$ cat config.mk
export PLATFORM = sky130hd
export DESIGN_NAME = vec_lane_streamer_flat
export DESIGN_NICKNAME = d
export VERILOG_FILES = /design/src/rtl/vec_lane_streamer_if.sv /design/src/rtl/vec_lane_streamer.sv /design/src/flat_wrapper.sv
export SDC_FILE = /design/constraint.sdc
export NUM_CORES = 1
export LEC_CHECK = 0
export ABC_AREA = 1
export BUFFER_PORTS_ARGS = -buffer_cell sky130_fd_sc_hd__buf_2
export CAP_MARGIN = 5
export CELL_PAD_IN_SITES_DETAIL_PLACEMENT = 0
export CELL_PAD_IN_SITES_GLOBAL_PLACEMENT = 1
export CORE_MARGIN = 2
export CORE_UTILIZATION = 45
export CTS_CLUSTER_SIZE = 24
export DETAILED_ROUTE_END_ITERATION = 7
export GPL_TIMING_DRIVEN = 0
export PLACE_DENSITY_LB_ADDON = 0.25
export SLEW_MARGIN = 15
export SYNTH_ARGS = -nofsm -noshare
export SYNTH_HDL_FRONTEND = slang
export SYNTH_SLANG_ARGS = --single-unit
$ cat constraint.sdc
create_clock -name CLK -period 18.3 [get_ports CLK]
set_input_delay 0.915 -clock CLK [delete_from_list [all_inputs] [get_ports CLK]]
set_output_delay 0.915 -clock CLK [all_outputs]
set_load 0.005 [all_outputs]
$ cat src/rtl/vec_lane_streamer_if.sv
// vec_lane_streamer_if: stream request, data-memory read port and lane output bundle.
// out_parity is present only when VSTREAM_PARITY_EN is defined.
interface vec_lane_streamer_if #(
  parameter int N     = 16,
  parameter int LANES = 16
);
  logic                 start;
  logic [31:0]          base_addr;
  logic [7:0]           count;
  logic [LANES*N-1:0]   mem_rdata;
  logic                 out_ready;
  logic [31:0]          mem_addr;
  logic                 mem_rd_en;
  logic [N-1:0]         out_data;
  logic                 out_valid;
  logic                 out_last;
  logic                 busy;
  logic                 done;
`ifdef VSTREAM_PARITY_EN
  logic                 out_parity;
  modport slave (
    input  start, base_addr, count, mem_rdata, out_ready,
    output mem_addr, mem_rd_en, out_data, out_valid, out_last, busy, done, out_parity
  );
  modport master (
    output start, base_addr, count, mem_rdata, out_ready,
    input  mem_addr, mem_rd_en, out_data, out_valid, out_last, busy, done, out_parity
  );
`else
  modport slave (
    input  start, base_addr, count, mem_rdata, out_ready,
    output mem_addr, mem_rd_en, out_data, out_valid, out_last, busy, done
  );
  modport master (
    output start, base_addr, count, mem_rdata, out_ready,
    input  mem_addr, mem_rd_en, out_data, out_valid, out_last, busy, done
  );
`endif
endinterface

$ cat src/rtl/vec_lane_streamer.sv
// vec_lane_streamer: reads vector words from data memory and streams their lanes one beat at a time.
// Optional out_parity output enabled by defining VSTREAM_PARITY_EN.
module vec_lane_streamer #(
  parameter int N     = 16,
  parameter int LANES = 16
) (
  input  logic             CLK,
  input  logic             reset,
  vec_lane_streamer_if.slave bus
);
  localparam int LW = LANES > 1 ? $clog2(LANES) : 1;
  localparam logic [2:0] S_IDLE    = 3'd0;
  localparam logic [2:0] S_READ    = 3'd1;
  localparam logic [2:0] S_CAPTURE = 3'd2;
  localparam logic [2:0] S_STREAM  = 3'd3;
  localparam logic [2:0] S_DONE    = 3'd4;
  logic [2:0]              r_state;
  logic [31:0]             r_base;
  logic [31:0]             r_addr;
  logic [7:0]              r_cnt;
  logic [7:0]              r_vec;
  logic [LW-1:0]           r_lane;
  logic [LANES-1:0][N-1:0] r_buf;
  logic                    w_stream;
  logic                    w_lane_end;
  logic                    w_vec_last;
  assign w_stream   = r_state == S_STREAM;
  assign w_lane_end = r_lane == LW'(LANES - 1);
  assign w_vec_last = r_vec == r_cnt - 8'd1;
  // r_addr is loaded only when entering READ, so it holds between reads
  always_ff @(posedge CLK or posedge reset) begin
    if (reset) begin
      r_state <= S_IDLE;
      r_base  <= '0;
      r_addr  <= '0;
      r_cnt   <= '0;
      r_vec   <= '0;
      r_lane  <= '0;
      r_buf   <= '0;
    end else begin
      case (r_state)
        S_IDLE: if (bus.start) begin
          r_state <= bus.count != 8'd0 ? S_READ : S_DONE;
          if (bus.count != 8'd0) begin
            r_base <= bus.base_addr;
            r_addr <= bus.base_addr;
            r_cnt  <= bus.count;
            r_vec  <= '0;
            r_lane <= '0;
          end
        end
        S_READ: r_state <= S_CAPTURE;
        S_CAPTURE: begin
          r_buf   <= bus.mem_rdata;
          r_state <= S_STREAM;
        end
        S_STREAM: if (bus.out_ready) begin
          if (!w_lane_end) r_lane <= r_lane + LW'(1);
          else if (w_vec_last) r_state <= S_DONE;
          else begin
            r_vec   <= r_vec + 8'd1;
            r_lane  <= '0;
            r_addr  <= r_base + 32'(r_vec) + 32'd1;
            r_state <= S_READ;
          end
        end
        S_DONE: r_state <= S_IDLE;
        default: r_state <= S_IDLE;
      endcase
    end
  end
  assign bus.mem_rd_en = r_state == S_READ;
  assign bus.mem_addr  = r_addr;
  assign bus.out_valid = w_stream;
  assign bus.out_data  = w_stream ? r_buf[r_lane] : '0;
  assign bus.out_last  = w_stream && w_lane_end && w_vec_last;
  assign bus.busy      = r_state != S_IDLE;
  assign bus.done      = r_state == S_DONE;
`ifdef VSTREAM_PARITY_EN
  assign bus.out_parity = w_stream && (^r_buf[r_lane]);
`endif
endmodule

$ cat src/flat_wrapper.sv
// flat-port wrapper written by rule: the top's interface ports become plain ports
module vec_lane_streamer_flat 
#(
  parameter int N     = 16,
  parameter int LANES = 16
)
  (CLK, reset, bus_start, bus_base_addr, bus_count, bus_mem_rdata, bus_out_ready, bus_mem_addr, bus_mem_rd_en, bus_out_data, bus_out_valid, bus_out_last, bus_busy, bus_done);
  vec_lane_streamer_if #(.N(N), .LANES(LANES)) bus_i ();
  input  logic CLK;
  input  logic reset;
  input wire logic [$bits(bus_i.start)-1:0] bus_start;
  input wire logic [$bits(bus_i.base_addr)-1:0] bus_base_addr;
  input wire logic [$bits(bus_i.count)-1:0] bus_count;
  input wire logic [$bits(bus_i.mem_rdata)-1:0] bus_mem_rdata;
  input wire logic [$bits(bus_i.out_ready)-1:0] bus_out_ready;
  output wire logic [$bits(bus_i.mem_addr)-1:0] bus_mem_addr;
  output wire logic [$bits(bus_i.mem_rd_en)-1:0] bus_mem_rd_en;
  output wire logic [$bits(bus_i.out_data)-1:0] bus_out_data;
  output wire logic [$bits(bus_i.out_valid)-1:0] bus_out_valid;
  output wire logic [$bits(bus_i.out_last)-1:0] bus_out_last;
  output wire logic [$bits(bus_i.busy)-1:0] bus_busy;
  output wire logic [$bits(bus_i.done)-1:0] bus_done;
  assign bus_i.start = bus_start;
  assign bus_i.base_addr = bus_base_addr;
  assign bus_i.count = bus_count;
  assign bus_i.mem_rdata = bus_mem_rdata;
  assign bus_i.out_ready = bus_out_ready;
  assign bus_mem_addr = bus_i.mem_addr;
  assign bus_mem_rd_en = bus_i.mem_rd_en;
  assign bus_out_data = bus_i.out_data;
  assign bus_out_valid = bus_i.out_valid;
  assign bus_out_last = bus_i.out_last;
  assign bus_busy = bus_i.busy;
  assign bus_done = bus_i.done;
  vec_lane_streamer #(.N(N), .LANES(LANES)) u_core (.CLK(CLK), .reset(reset), .bus(bus_i));
endmodule
# Yosys cells after proc, flatten, opt, wreduce, memory -nomap -nowiden
# Cells that the tools add are included.
dict set report op_classes {
  add_sub_neg 5
  n_mul 0
  div 0
  n_lt_le_gt_ge 1
  eq_ne 12
  shifts 0
  n_mux 27
  n_bitwise 0
  reduce_logical 10
}
# op n
set ops {}
lappend ops {{two-way mux 32 bit} 5}
lappend ops {{binary-select mux 16 bit (select 4 bit)} 1}
lappend ops {{one-hot mux 32 bit (2 select lines)} 1}
lappend ops {{two-way mux 8 bit} 5}
lappend ops {{adder 32 x 1 -> 32 bit, second input constant} 1}
lappend ops {{adder 32 x 8 -> 32 bit} 1}
lappend ops {{two-way mux 16 bit} 2}
lappend ops {{two-way mux 4 bit} 5}
lappend ops {{one-hot mux 8 bit (2 select lines)} 1}
lappend ops {{two-way mux 3 bit} 5}
lappend ops {{one-hot mux 3 bit (4 select lines)} 1}
lappend ops {{adder 8 x 1 -> 8 bit, second input constant} 1}
lappend ops {{equality test 8 bit} 1}
lappend ops {{!= test 2 bit, second input constant} 4}
lappend ops {{one-hot mux 4 bit (2 select lines)} 1}
lappend ops {{nonzero test 8 bit} 1}
lappend ops {{subtractor 8 x 1 -> 8 bit, second input constant} 1}
lappend ops {{equality test 3 x 2 -> 1 bit, second input constant} 2}
lappend ops {{AND reduction 3 bit} 2}
lappend ops {{AND reduction 6 bit} 1}
lappend ops {{less-than comparator 4 x 5 -> 1 bit, second input constant} 1}
lappend ops {{AND reduction 5 bit} 1}
lappend ops {{adder 4 x 1 -> 4 bit, second input constant} 1}
lappend ops {{equality test 4 bit, second input constant} 1}
lappend ops {{8 further kinds} 9}
dict set report word_totals {
  regBits 343
  latchBits 0
  ram_bits 0
  rom_bits 0
  in_bits 300
  out_inout_bits 53
  wordCells 77
  memories 0
}

# Logic depth before layout (Yosys ltp)
dict set report logic_depth {
  depth_word 6
  ltp_mapped 16
  ltp_nobuf 16
}

# Worst setup path after synthesis
# OpenSTA, ideal clock, no wires.
dict set report synth_timing {
  path_type {register to output}
  from {register u_core.r_cnt[0]}
  to {output port bus_out_last}
  arrival_ps 1563
  t_required_ps 17385
  slack_ps 15822
  path_stages_with_launch 12
  n_path_buf 0
  cell_sequence {dfrtp_1 > inv_1 > ha_1 > nand2_1 > inv_1 > nor2_1 > nand2_1 > nor2_1 > nand2_1 > nor2_1 > nand4_1 > inv_1}
}
dict set report synth_between {
  elab_chain_len 3
}
# item line
set synth_lines {}
lappend synth_lines {{start, declared} vec_lane_streamer.sv:20} ;# logic [7:0] r_cnt;
lappend synth_lines {{start signal, assigned} vec_lane_streamer.sv:47} ;# r_cnt <= bus.count;
lappend synth_lines {{subtractor 8 x 1 -> 8 bit} vec_lane_streamer.sv:29} ;# assign w_vec_last = r_vec == r_cnt - 8'd1;
lappend synth_lines {{equality test 8 bit} vec_lane_streamer.sv:29}
lappend synth_lines {{logical AND 1 bit} vec_lane_streamer.sv:76} ;# assign bus.out_last = w_stream && w_lane_end && w_vec_last;
lappend synth_lines {{end, declared} flat_wrapper.sv:20} ;# output wire logic [$bits(bus_i.out_last)-1:0] bus_out_last;
# Every way passes these cells.

# Final worst setup path
dict set report layout_timing {
  from {register u_core.r_lane[0]}
  to {output port bus_out_data[13]}
}
dict set report layout_between {
  elab_chain_len 3
}
# item line
set layout_lines {}
lappend layout_lines {{start, declared} vec_lane_streamer.sv:22} ;# logic [LW-1:0] r_lane;
lappend layout_lines {{start signal, assigned} vec_lane_streamer.sv:58} ;# if (!w_lane_end) r_lane <= r_lane + LW'(1);
lappend layout_lines {{binary-select mux 16 bit (select 4 bit)} vec_lane_streamer.sv:75} ;# assign bus.out_data = w_stream ? r_buf[r_lane] : '0;
lappend layout_lines {{two-way mux 16 bit (implied by the code)} vec_lane_streamer.sv:75}
lappend layout_lines {{two-way mux 16 bit} vec_lane_streamer.sv:75}
lappend layout_lines {{end, declared} flat_wrapper.sv:18} ;# output wire logic [$bits(bus_i.out_data)-1:0] bus_out_data;
# Every way passes these cells. The select of a mux whose other input is x is not followed.

==> results.cfg <==
[run_status]
status = complete, no violations

[floorplan]
initial_core_util_pct = 45.6
die_y_um = 199
coreArea_sq_mm = 0.0376
ios = 353
rows = 71
dieArea_sq_mm = 0.0396
die_w_um = 199

[final_layout]
nFillCells = 3562
final_nets = 2616
multi_input_area_sq_mm = 0.00744
drive_gt1_share_pct = 29.4
layout.cells.non_filler = 2851
final_core_util_pct = 55.8
area_growth_pct = 22.5
seq_area_sq_mm = 0.00858

[critical_path]
critPathLaunchType = register
arrival_ps = 3200
critPathMaxFanout = 10
reg2regPathDepth = 14
r2r_start = u_core.r_vec[0]
r2r_end = u_core.bus.mem_addr[16]
worstSetupPathType = reg2out
end_kind = output pin
required_ps = 17390
rrSetupSlack_ps = 15620

[routing]
num_vias = 15500
route.detailed.drc = 0
viasPerCell = 5.45
drtAntennaViolNets = 0
wl_per_cell_um = 21.7
firstDrtPassIters = 5
drt_iter0_drc = 1211
routed_wl_um = 61900

[synth]
synth-seq-area-share_pct = 50.1
synthCells = 1907
yosysWarnings = 0
syn_nets = 2219
synth.ff_latch_count = 343
yosysUniqueCellTypes = 38
syn_area_per_cell_sq_um = 8.98
netlist_area_sq_mm = 0.0171

[grt]
grt.total_usage_pct = 31.4
grt_max_degree = 106
grt_pass1_vias = 15300
antenna_found_initial = 9
grt-ovfl-total = 0
grt_pass1_wl_um = 91300

[sta]
finalSetupViolations = 0
rsz0062_at_grt = no
drv_slew = 0
slew_headroom_pct = 39.1
post-route-min-period_ps = 4120
fin_setup_tns_ps = 0
skew_ps = 13.5
tightest_slew_ps = 905
hold_viol = 0
holdWs_ps = 423
post-route-period-util_pct = 22.5
max_clock_freq_mhz = 243

[clocking]
clk-insertion-delay-late_ps = 570
clkTransAtPathRegs_ps = 60
cts.repair.resized = 0
numCtsBuffers = 40
cts_tree = yes
htreeDepth = 2
cts_buffer_depth = 3
ctsHoldBuffers = 0
post-cts-setup-buffers = 0
root_buffer = clkbuf_16
clock-sinks = 343

[pwr]
p_switching_uw = 1510
pwr-share-seq_pct = 35.4
switching_share_pct = 39.7
p_clk_share_pct = 21.7
power_density_mw_per_mm2 = 181
p_int_uw = 2290
power_frac_comb_pct = 42.9
p_leak_uw = 0.0101
ir_worst_vdd_v = 0.0000890

[job]
drv_cap = 0

[place]
hpwlAfterDp_um = 47700
dpl.cell_count = 2773
io_buffers = 352
place_congestion = 0.959

[min_path]
hold_class = in2async
[cells by family after synthesis]
logic type	Yosys count	share of synthesized area, %
muxes	197	13.0
xor gates and xnor gates	12	0.614
adders and majority gates	12	0.920
DFF	343	50.1
and+or+nand+nor	651	15.6
AOI/OAI and AO/OA	426	13.4
buffers and inverters	266	6.43
[area by class of cell]
type / instances / area share, %
Sequential cell: 343 / 40.9
Timing Repair Buffer: 355 / 8.79
Inverter: 153 / 2.77
Antenna cell: 10 / 0.119
Tap cell: 511 / 3.05
Clock buffer: 60 / 5.80
Clock inverter: 8 / 0.584
Multi-Input combinational cell: 1298 / 35.5
Buffer: 113 / 2.52
[flip-flops by register name (all words and copies together) (netlist names)]
register	cells
u_core.r_cnt	8
u_core.r_state	3
u_core.bus.mem_addr	32
u_core.r_buf	256
u_core.r_lane	4
u_core.r_base	32
u_core.r_vec	8
[stage by stage]
| step | setup slack (ps) | area (sq um) | total power (uW) |
|---|---|---|---|
| after floorplan | 7880 | 17100 | 2380 |
| after global placement | 3890 | 19500 | 2910 |
| after detailed placement | 14850 | 19600 | 2960 |
| after CTS | 14240 | 21000 | 3790 |
| after global routing | 14140 | 21000 | 4040 |
| final | 14180 | 21000 | 3800 |
[critical path: stages, from the launching register on]
cell and delay (ps):
dfrtp_1 520, buf_2 250, clkbuf_1 600, o21ai_0 200, o22ai_1 430, o211ai_1 190, a21oi_1 270, buf_2 160
[placed cells by master (no fill, tap or decap), drive strengths merged, types with 2 or more instances in the layout]
cell / count
o21ai: 190
xor2: 9
bufinv: 3
a21oi: 178
or2: 3
o211ai: 36
ha: 11
mux2: 197
nor4: 4
diode: 10
nand2: 317
xnor2: 3
nor3b: 2
buf: 420
a31oi: 2
inv: 152
nor2: 216
nand4: 18
dfrtp: 343
clkinv: 6
nor3: 6
clkbuf: 108
nand3b: 4
nand3: 80
o221ai: 14
o22ai: 5
[synth_stat cells (all sizes together)]
master,number,area (sq um)
nor2,216,823
o21ai,190,951
clkinv,3,11.3
nand3b,4,30.0
o221ai,14,123
nand4,18,113
nand2,317,1190
nor4,4,25.0
xor2,9,78.8
clkbuf,48,181
nor3,6,30.0
and2,1,6.26
inv,150,563
fa,1,20.0
dfrtp,343,8580
a21oi,178,895
o22ai,5,31.3
a21boi,1,7.51
ha,11,138
o211ai,36,270
nor3b,2,15.0
or2,3,18.8
xnor2,3,26.3
a31oi,2,12.5
nand3,80,423
buf,65,347
mux2,197,2220
[power by group through the flow]
stage               registers [uW]  logic (uW)  clock network [uW]
floorplan                     1290        1100                   0
global placement              1340        1570                   0
detailed placement            1350        1610                   0
CTS                           1340        1620                 835
global route                  1380        1790                 868
finish                        1340        1630                 823
[metal layers]
metal / up-vias / global-route usage, % / routed length [um]
li1: 7205 / - / -
met1: 7598 / 45.2 / 27600
met2: 633 / 46.6 / 27000
met3: 108 / 7.38 / 5410
met4: 4 / 10.4 / 1840
met5: - / 0 / 27
[worst max-delay path by stage]
stage / startpoint / slack, ps / endpoint
floorplan: reset / 7880 / u_core.bus.mem_addr[0]
global placement: reset / 3890 / u_core.r_buf[73]
detailed placement: u_core.r_lane[0] / 14850 / bus_out_data[13]
CTS: u_core.r_lane[0] / 14240 / bus_out_data[13]
global route: u_core.r_lane[0] / 14140 / bus_out_data[13]
finish: u_core.r_lane[0] / 14180 / bus_out_data[13]
No activity file was read; power rests on OpenSTA's default activity.
